===== config.mk =====
export PLATFORM = sky130hd
export DESIGN_NAME = fb_write_arbiter_flat
export DESIGN_NICKNAME = d
export VERILOG_FILES = /design/src/rtl/fb_write_arbiter_if.sv /design/src/rtl/fb_write_arbiter.sv /design/src/flat_wrapper.sv
export SDC_FILE = /design/constraint.sdc
export NUM_CORES = 1
export LEC_CHECK = 0
export CAP_MARGIN = 25
export CORE_MARGIN = 8
export CORE_UTILIZATION = 39
export CTS_CLUSTER_SIZE = 25
export DETAILED_ROUTE_END_ITERATION = 6
export GPL_ROUTABILITY_DRIVEN = 0
export PLACE_DENSITY = 0.8
export SYNTH_ARGS = -nofsm -noshare
export SYNTH_HDL_FRONTEND = slang
export SYNTH_SLANG_ARGS = --single-unit

===== constraint.sdc =====
create_clock -name clk -period 2.25 [get_ports clk]
set_input_delay 0.5625 -clock clk [delete_from_list [all_inputs] [get_ports clk]]
set_output_delay 0.5625 -clock clk [all_outputs]
set_load 0.01 [all_outputs]

===== src/rtl/fb_write_arbiter_if.sv =====
// Framebuffer write-port arbitration bundle: requester-side command streams
// in, one-hot grant and the muxed RAM write stream out.
interface fb_write_arbiter_if #(
  parameter int NUM_REQ = 4,
  parameter int ADDR_W  = 16,
  parameter int DATA_W  = 8
);
  logic [NUM_REQ-1:0]        req;
  logic [NUM_REQ-1:0]        req_done;
  logic [NUM_REQ*ADDR_W-1:0] req_addr;
  logic [NUM_REQ*DATA_W-1:0] req_data;
  logic [NUM_REQ-1:0]        req_we;
  logic [NUM_REQ-1:0]        req_start;
  logic [NUM_REQ-1:0]        grant;
  logic [ADDR_W-1:0]         fb_addr;
  logic [DATA_W-1:0]         fb_data;
  logic                      fb_we;
  logic                      fb_start;
  logic                      busy;
  logic                      timeout;

  // Requester / stimulus side
  modport master (
    output req, req_done, req_addr, req_data, req_we, req_start,
    input  grant, fb_addr, fb_data, fb_we, fb_start, busy, timeout
  );

  // Arbiter side
  modport slave (
    input  req, req_done, req_addr, req_data, req_we, req_start,
    output grant, fb_addr, fb_data, fb_we, fb_start, busy, timeout
  );
endinterface


===== src/rtl/fb_write_arbiter.sv =====
// Round-robin arbiter for the single framebuffer write port. One engine owns
// the port at a time until it completes, drops its request, or the watchdog
// fires; a dead cycle separates owners. The muxed write stream is registered.
module fb_write_arbiter #(
  parameter int NUM_REQ        = 4,
  parameter int ADDR_W         = 16,
  parameter int DATA_W         = 8,
  parameter int TIMEOUT_CYCLES = 4096
) (
  input  logic                 clk,
  input  logic                 reset,
  fb_write_arbiter_if.slave    bus
);

  localparam int IDX_W = (NUM_REQ > 1) ? $clog2(NUM_REQ) : 1;
  localparam int WD_W  = (TIMEOUT_CYCLES > 1) ? $clog2(TIMEOUT_CYCLES) : 1;

  typedef enum logic [1:0] {
    ST_IDLE    = 2'd0,
    ST_GRANT   = 2'd1,
    ST_RELEASE = 2'd2
  } state_t;

  state_t             state_q, state_d;
  logic [NUM_REQ-1:0] grant_q, grant_d;
  logic [IDX_W-1:0]   gidx_q, gidx_d;
  logic [IDX_W-1:0]   last_q, last_d;
  logic [WD_W-1:0]    wdog_q, wdog_d;
  logic               busy_q, busy_d;
  logic               timeout_q, timeout_d;
  logic [ADDR_W-1:0]  fb_addr_q, fb_addr_d;
  logic [DATA_W-1:0]  fb_data_q, fb_data_d;
  logic               fb_we_q, fb_we_d;
  logic               fb_start_q, fb_start_d;

  logic [ADDR_W-1:0]  sel_addr;
  logic [DATA_W-1:0]  sel_data;
  logic               sel_we;
  logic               sel_start;
  logic               sel_done;
  logic               sel_req;
  logic [IDX_W-1:0]   pick;
  logic               wd_expired;
  logic               release_now;

  // First set request searching upward from the requester after last owner.
  function automatic logic [IDX_W-1:0] rr_pick(input logic [NUM_REQ-1:0] r,
                                               input logic [IDX_W-1:0]   last);
    logic [IDX_W-1:0] sel;
    logic             found;
    int               idx;
    sel   = '0;
    found = 1'b0;
    for (int off = 1; off <= NUM_REQ; off++) begin
      idx = (int'(last) + off) % NUM_REQ;
      if (!found && r[idx]) begin
        sel   = IDX_W'(idx);
        found = 1'b1;
      end else begin
        found = found;
      end
    end
    return sel;
  endfunction

  // Mux the current owner's command signals; all others are ignored.
  always_comb begin
    sel_addr  = '0;
    sel_data  = '0;
    sel_we    = 1'b0;
    sel_start = 1'b0;
    sel_done  = 1'b0;
    sel_req   = 1'b0;
    for (int i = 0; i < NUM_REQ; i++) begin
      if (gidx_q == IDX_W'(i)) begin
        sel_addr  = bus.req_addr[i*ADDR_W +: ADDR_W];
        sel_data  = bus.req_data[i*DATA_W +: DATA_W];
        sel_we    = bus.req_we[i];
        sel_start = bus.req_start[i];
        sel_done  = bus.req_done[i];
        sel_req   = bus.req[i];
      end else begin
        sel_addr  = sel_addr;
      end
    end
  end

  assign pick        = rr_pick(bus.req, last_q);
  assign wd_expired  = (wdog_q == WD_W'(TIMEOUT_CYCLES - 1));
  assign release_now = sel_done | ~sel_req | wd_expired;

  // Next-state and registered-output computation for the arbitration FSM.
  always_comb begin
    state_d    = state_q;
    grant_d    = grant_q;
    gidx_d     = gidx_q;
    last_d     = last_q;
    wdog_d     = wdog_q;
    busy_d     = busy_q;
    timeout_d  = 1'b0;
    fb_addr_d  = fb_addr_q;
    fb_data_d  = fb_data_q;
    fb_we_d    = 1'b0;
    fb_start_d = 1'b0;
    case (state_q)
      ST_IDLE: begin
        fb_addr_d = '0;
        fb_data_d = '0;
        if (|bus.req) begin
          gidx_d  = pick;
          grant_d = NUM_REQ'(1) << pick;
          busy_d  = 1'b1;
          wdog_d  = '0;
          state_d = ST_GRANT;
        end else begin
          grant_d = '0;
          busy_d  = 1'b0;
        end
      end
      ST_GRANT: begin
        fb_addr_d = sel_addr;
        fb_data_d = sel_data;
        wdog_d    = wdog_q + WD_W'(1);
        if (release_now) begin
          grant_d    = '0;
          busy_d     = 1'b0;
          last_d     = gidx_q;
          state_d    = ST_RELEASE;
          // Only a completing owner's final write reaches the RAM.
          fb_we_d    = sel_we & sel_done;
          fb_start_d = sel_start & sel_done;
          // Completion or withdrawal takes precedence over the watchdog.
          timeout_d  = wd_expired & ~sel_done & sel_req;
        end else begin
          fb_we_d    = sel_we;
          fb_start_d = sel_start;
        end
      end
      ST_RELEASE: begin
        grant_d = '0;
        busy_d  = 1'b0;
        state_d = ST_IDLE;
      end
      default: begin
        grant_d = '0;
        busy_d  = 1'b0;
        state_d = ST_IDLE;
      end
    endcase
  end

  // State and output registers with synchronous reset.
  always_ff @(posedge clk) begin
    if (reset) begin
      state_q    <= ST_IDLE;
      grant_q    <= '0;
      gidx_q     <= '0;
      last_q     <= IDX_W'(NUM_REQ - 1);
      wdog_q     <= '0;
      busy_q     <= 1'b0;
      timeout_q  <= 1'b0;
      fb_addr_q  <= '0;
      fb_data_q  <= '0;
      fb_we_q    <= 1'b0;
      fb_start_q <= 1'b0;
    end else begin
      state_q    <= state_d;
      grant_q    <= grant_d;
      gidx_q     <= gidx_d;
      last_q     <= last_d;
      wdog_q     <= wdog_d;
      busy_q     <= busy_d;
      timeout_q  <= timeout_d;
      fb_addr_q  <= fb_addr_d;
      fb_data_q  <= fb_data_d;
      fb_we_q    <= fb_we_d;
      fb_start_q <= fb_start_d;
    end
  end

  assign bus.grant    = grant_q;
  assign bus.fb_addr  = fb_addr_q;
  assign bus.fb_data  = fb_data_q;
  assign bus.fb_we    = fb_we_q;
  assign bus.fb_start = fb_start_q;
  assign bus.busy     = busy_q;
  assign bus.timeout  = timeout_q;

endmodule


===== src/flat_wrapper.sv =====
// flat-port wrapper written by rule: the top's interface ports become plain ports
module fb_write_arbiter_flat 
#(
  parameter int NUM_REQ        = 4,
  parameter int ADDR_W         = 16,
  parameter int DATA_W         = 8,
  parameter int TIMEOUT_CYCLES = 4096
)
  (clk, reset, bus_req, bus_req_done, bus_req_addr, bus_req_data, bus_req_we, bus_req_start, bus_grant, bus_fb_addr, bus_fb_data, bus_fb_we, bus_fb_start, bus_busy, bus_timeout);
  fb_write_arbiter_if #(.NUM_REQ(NUM_REQ), .ADDR_W(ADDR_W), .DATA_W(DATA_W)) bus_i ();
  input  logic clk;
  input  logic reset;
  input wire logic [$bits(bus_i.req)-1:0] bus_req;
  input wire logic [$bits(bus_i.req_done)-1:0] bus_req_done;
  input wire logic [$bits(bus_i.req_addr)-1:0] bus_req_addr;
  input wire logic [$bits(bus_i.req_data)-1:0] bus_req_data;
  input wire logic [$bits(bus_i.req_we)-1:0] bus_req_we;
  input wire logic [$bits(bus_i.req_start)-1:0] bus_req_start;
  output wire logic [$bits(bus_i.grant)-1:0] bus_grant;
  output wire logic [$bits(bus_i.fb_addr)-1:0] bus_fb_addr;
  output wire logic [$bits(bus_i.fb_data)-1:0] bus_fb_data;
  output wire logic [$bits(bus_i.fb_we)-1:0] bus_fb_we;
  output wire logic [$bits(bus_i.fb_start)-1:0] bus_fb_start;
  output wire logic [$bits(bus_i.busy)-1:0] bus_busy;
  output wire logic [$bits(bus_i.timeout)-1:0] bus_timeout;
  assign bus_i.req = bus_req;
  assign bus_i.req_done = bus_req_done;
  assign bus_i.req_addr = bus_req_addr;
  assign bus_i.req_data = bus_req_data;
  assign bus_i.req_we = bus_req_we;
  assign bus_i.req_start = bus_req_start;
  assign bus_grant = bus_i.grant;
  assign bus_fb_addr = bus_i.fb_addr;
  assign bus_fb_data = bus_i.fb_data;
  assign bus_fb_we = bus_i.fb_we;
  assign bus_fb_start = bus_i.fb_start;
  assign bus_busy = bus_i.busy;
  assign bus_timeout = bus_i.timeout;
  fb_write_arbiter #(.NUM_REQ(NUM_REQ), .ADDR_W(ADDR_W), .DATA_W(DATA_W), .TIMEOUT_CYCLES(TIMEOUT_CYCLES)) u_core (.clk(clk), .reset(reset), .bus(bus_i));
endmodule

==> impl_metrics.ini <==
[outcome]
outcome = finished clean

[cells_and_area]
fin_nets = 520
synthToLayoutAreaGrowth_pct = 62.0
drive_above_1_share = 0.148
finish.instance_area_mm2 = 0.00435
final_cell_mix = clkdlybuf4s50_1, dfxtp_1, nor2_1, mux4_2, a22oi_1
diodes = 0
layout_commonest_cell = clkdlybuf4s50_1

[routing]
drt_first_pass_iters = 5
drc_errors = 0
postRouteAntennaNets = 0
wl_met2_um = 4630
drt-total-wl_um = 8820
drt_iter0_markers = 147
top_layer = met4
wl_met1_um = 3060
vias_per_cell = 5.56
num_vias = 2704
wl_per_cell_um = 18.2
wl_met3_um = 1020

[clocking]
cts_resized = 0
numCtsBuffers = 5
cts_root_buf = clkbuf_8
clockBufferDepth = 2
postCtsHoldBufs = 0
cts_setup_buffers = 0
tritoncts = built
cts_sinks = 50
clkTransAtPathRegs_ns = 0.09
insertion_delay_ns = 0.31
htreeDepth = 2

[floorplan]
die_y_um = 99.0
die_area_mm2 = 0.00980
core_area_mm2 = 0.00672
fp.dieW_um = 99.0
row_count = 30
ios = 146
start_util = 0.400

[logic_synthesis]
synth-seq-cells = 50
synthTopCellsByArea = dfxtp_1, mux4_2, a22oi_1
synth_cells = 262
yosysSeqAreaShare = 0.373
syn_area_per_cell_um2 = 10.3
synth_cell_types = 46
synth_nets = 377
syn_area_mm2 = 0.00269
netlist.area_leader.share = 0.373
async_flop_share = 0
yosys_warnings = 0
synth_edf_count = 0
synth_top_area_cell = dfxtp_1
synth-main-ff-cell = dfxtp_1

[placement]
dp_hpwl_um = 7300
port-buffer-count = 145
place_area_mm2 = 0.00425
dp_slack_ns = -0.212

[timing]
period_share = 0.950
setup_viol = 0
finalMaxSlewViolations = 0
hold_viol = 0
fin_skew_ns = 0.0125
setup_ws_ns = 0.112
fmax_mhz = 468
relSlewSlack = 0.583
rsz0062_at_grt = no
tightestPinTransition_ns = 0.624
post-route-min-period_ns = 2.14

[worst_setup_path]
critPathCaptureType = register
crit_start = bus_req_done[3]
cp-endpoint = u_core.last_q[1]
r2r_slack_ns = 0.31
start_kind = primary input
cp.arrival_ns = 2.33
r2r-start = u_core.wdog_q[0]
r2r-end = u_core.last_q[1]
reg2reg_depth = 5
timing_worst_setup_path_type = primary input to register
worstPathRequired_ns = 2.44
path_max_fanout = 10

[global_routing]
grtUsageTotal = 0.186
grt_pass1_wl_um = 14700
grt_start_max_net_pins = 31
antenna_found_initial = 0
grt_overflow = 0
grt_pass1_vias = 3044

[power_and_ir_drop]
p_leak_uw = 0.00155
power_density_mw_per_mm2 = 566
peakVddDrop_mv = 0.264

[flow_run]
maxCapViolCount = 0

[min_path]
hp-class = register to register
holdPathStages = 2
[worst min-delay path by stage]
| stage | from | to | slack [ns] |
|---|---|---|---|
| floorplan | u_core.wdog_q[10] | u_core.wdog_q[10] | 0.47 |
| global placement | u_core.bus.busy | u_core.bus.busy | 0.46 |
| detailed placement | u_core.bus.grant[3] | u_core.bus.grant[3] | 0.47 |
| CTS | u_core.bus.grant[3] | u_core.bus.grant[3] | 0.48 |
| global route | u_core.bus.grant[0] | u_core.bus.grant[0] | 0.50 |
| finish | u_core.bus.busy | u_core.bus.busy | 0.48 |
[where the power goes]
group	internal, uW	leakage [uW]	total, uW	switching [uW]
registers	952	0.000408	1000	51.0
clock network	282	0.0000544	576	294
logic	533	0.00109	886	353
total	1770	0.00155	2460	698
[per-layer routing]
metal,up-vias,track usage
li1,1291,-
met1,1292,0.178
met2,110,0.338
met3,11,0.0965
met4,0,0.0484
met5,-,0
[kinds of logic (layout without fill, tap and decap cells)]
group | after synthesis | after routing | share of synthesized area
multiplexers | 29 | 29 | 0.238
AND/OR/NAND/NOR | 91 | 91 | 0.171
adder cells (fa/ha/maj) | 1 | 1 | 0.00466
buffers and inverters | 27 | 171 | 0.0475
flip-flops | 50 | 50 | 0.373
AO/OA/AOI/OAI | 64 | 64 | 0.165
[cell type report]
| class | count | area (um2) |
|---|---|---|
| Clock inverter | 1 | 8.76 |
| Multi-Input combinational cell | 185 | 1560 |
| Sequential cell | 50 | 1000 |
| Clock buffer | 7 | 96.3 |
| Fill cell | 537 | 2370 |
| Tap cell | 80 | 100 |
| Timing Repair Buffer | 159 | 1570 |
| Inverter | 4 | 15.0 |
[worst max-delay path, cell delays in order]
cell and delay (ns):
clkdlybuf4s50_1 0.39, mux4_2 0.48, nor2b_1 0.52, and2_4 0.28
o221ai_1 0.09
[stage by stage]
step	util	setup TNS, ns	power, uW	std cells	hold slack (ns)
2_1_floorplan	-	0	1490	262	0.465
3_3_place_gp	0.632	-0.840	1900	478	0.458
3_5_place_dp	0.632	-1.30	1910	478	0.468
4_1_cts	0.648	0	2490	486	0.482
5_1_grt	0.648	0	2600	486	0.498
6_report	0.648	0	2460	486	0.482
[cell usage after synthesis (2+ instances only)]
master,count
nor2_1,35
a311oi_1,3
or3_1,5
nand2b_1,2
a22oi_1,25
nand2_1,10
nand3b_1,2
o221ai_1,2
and3_1,2
or2_2,3
a21o_1,2
mux4_2,28
o211ai_1,4
nor3_1,3
or4_1,2
nor2b_1,2
nand3_1,11
a21oi_1,18
buf_2,5
nand4_1,7
dfxtp_1,50
inv_1,4
clkbuf_1,12
buf_4,3
[sequential cells by signal, indices dropped and copies added, names as in the netlist, 2 cells and up]
register            cells
u_core.bus.fb_addr     16
u_core.gidx_q           2
u_core.bus.grant        4
u_core.wdog_q          12
u_core.bus.fb_data      8
u_core.state_q          2
u_core.last_q           2
Note: power is estimated with default switching activity, not from simulation.
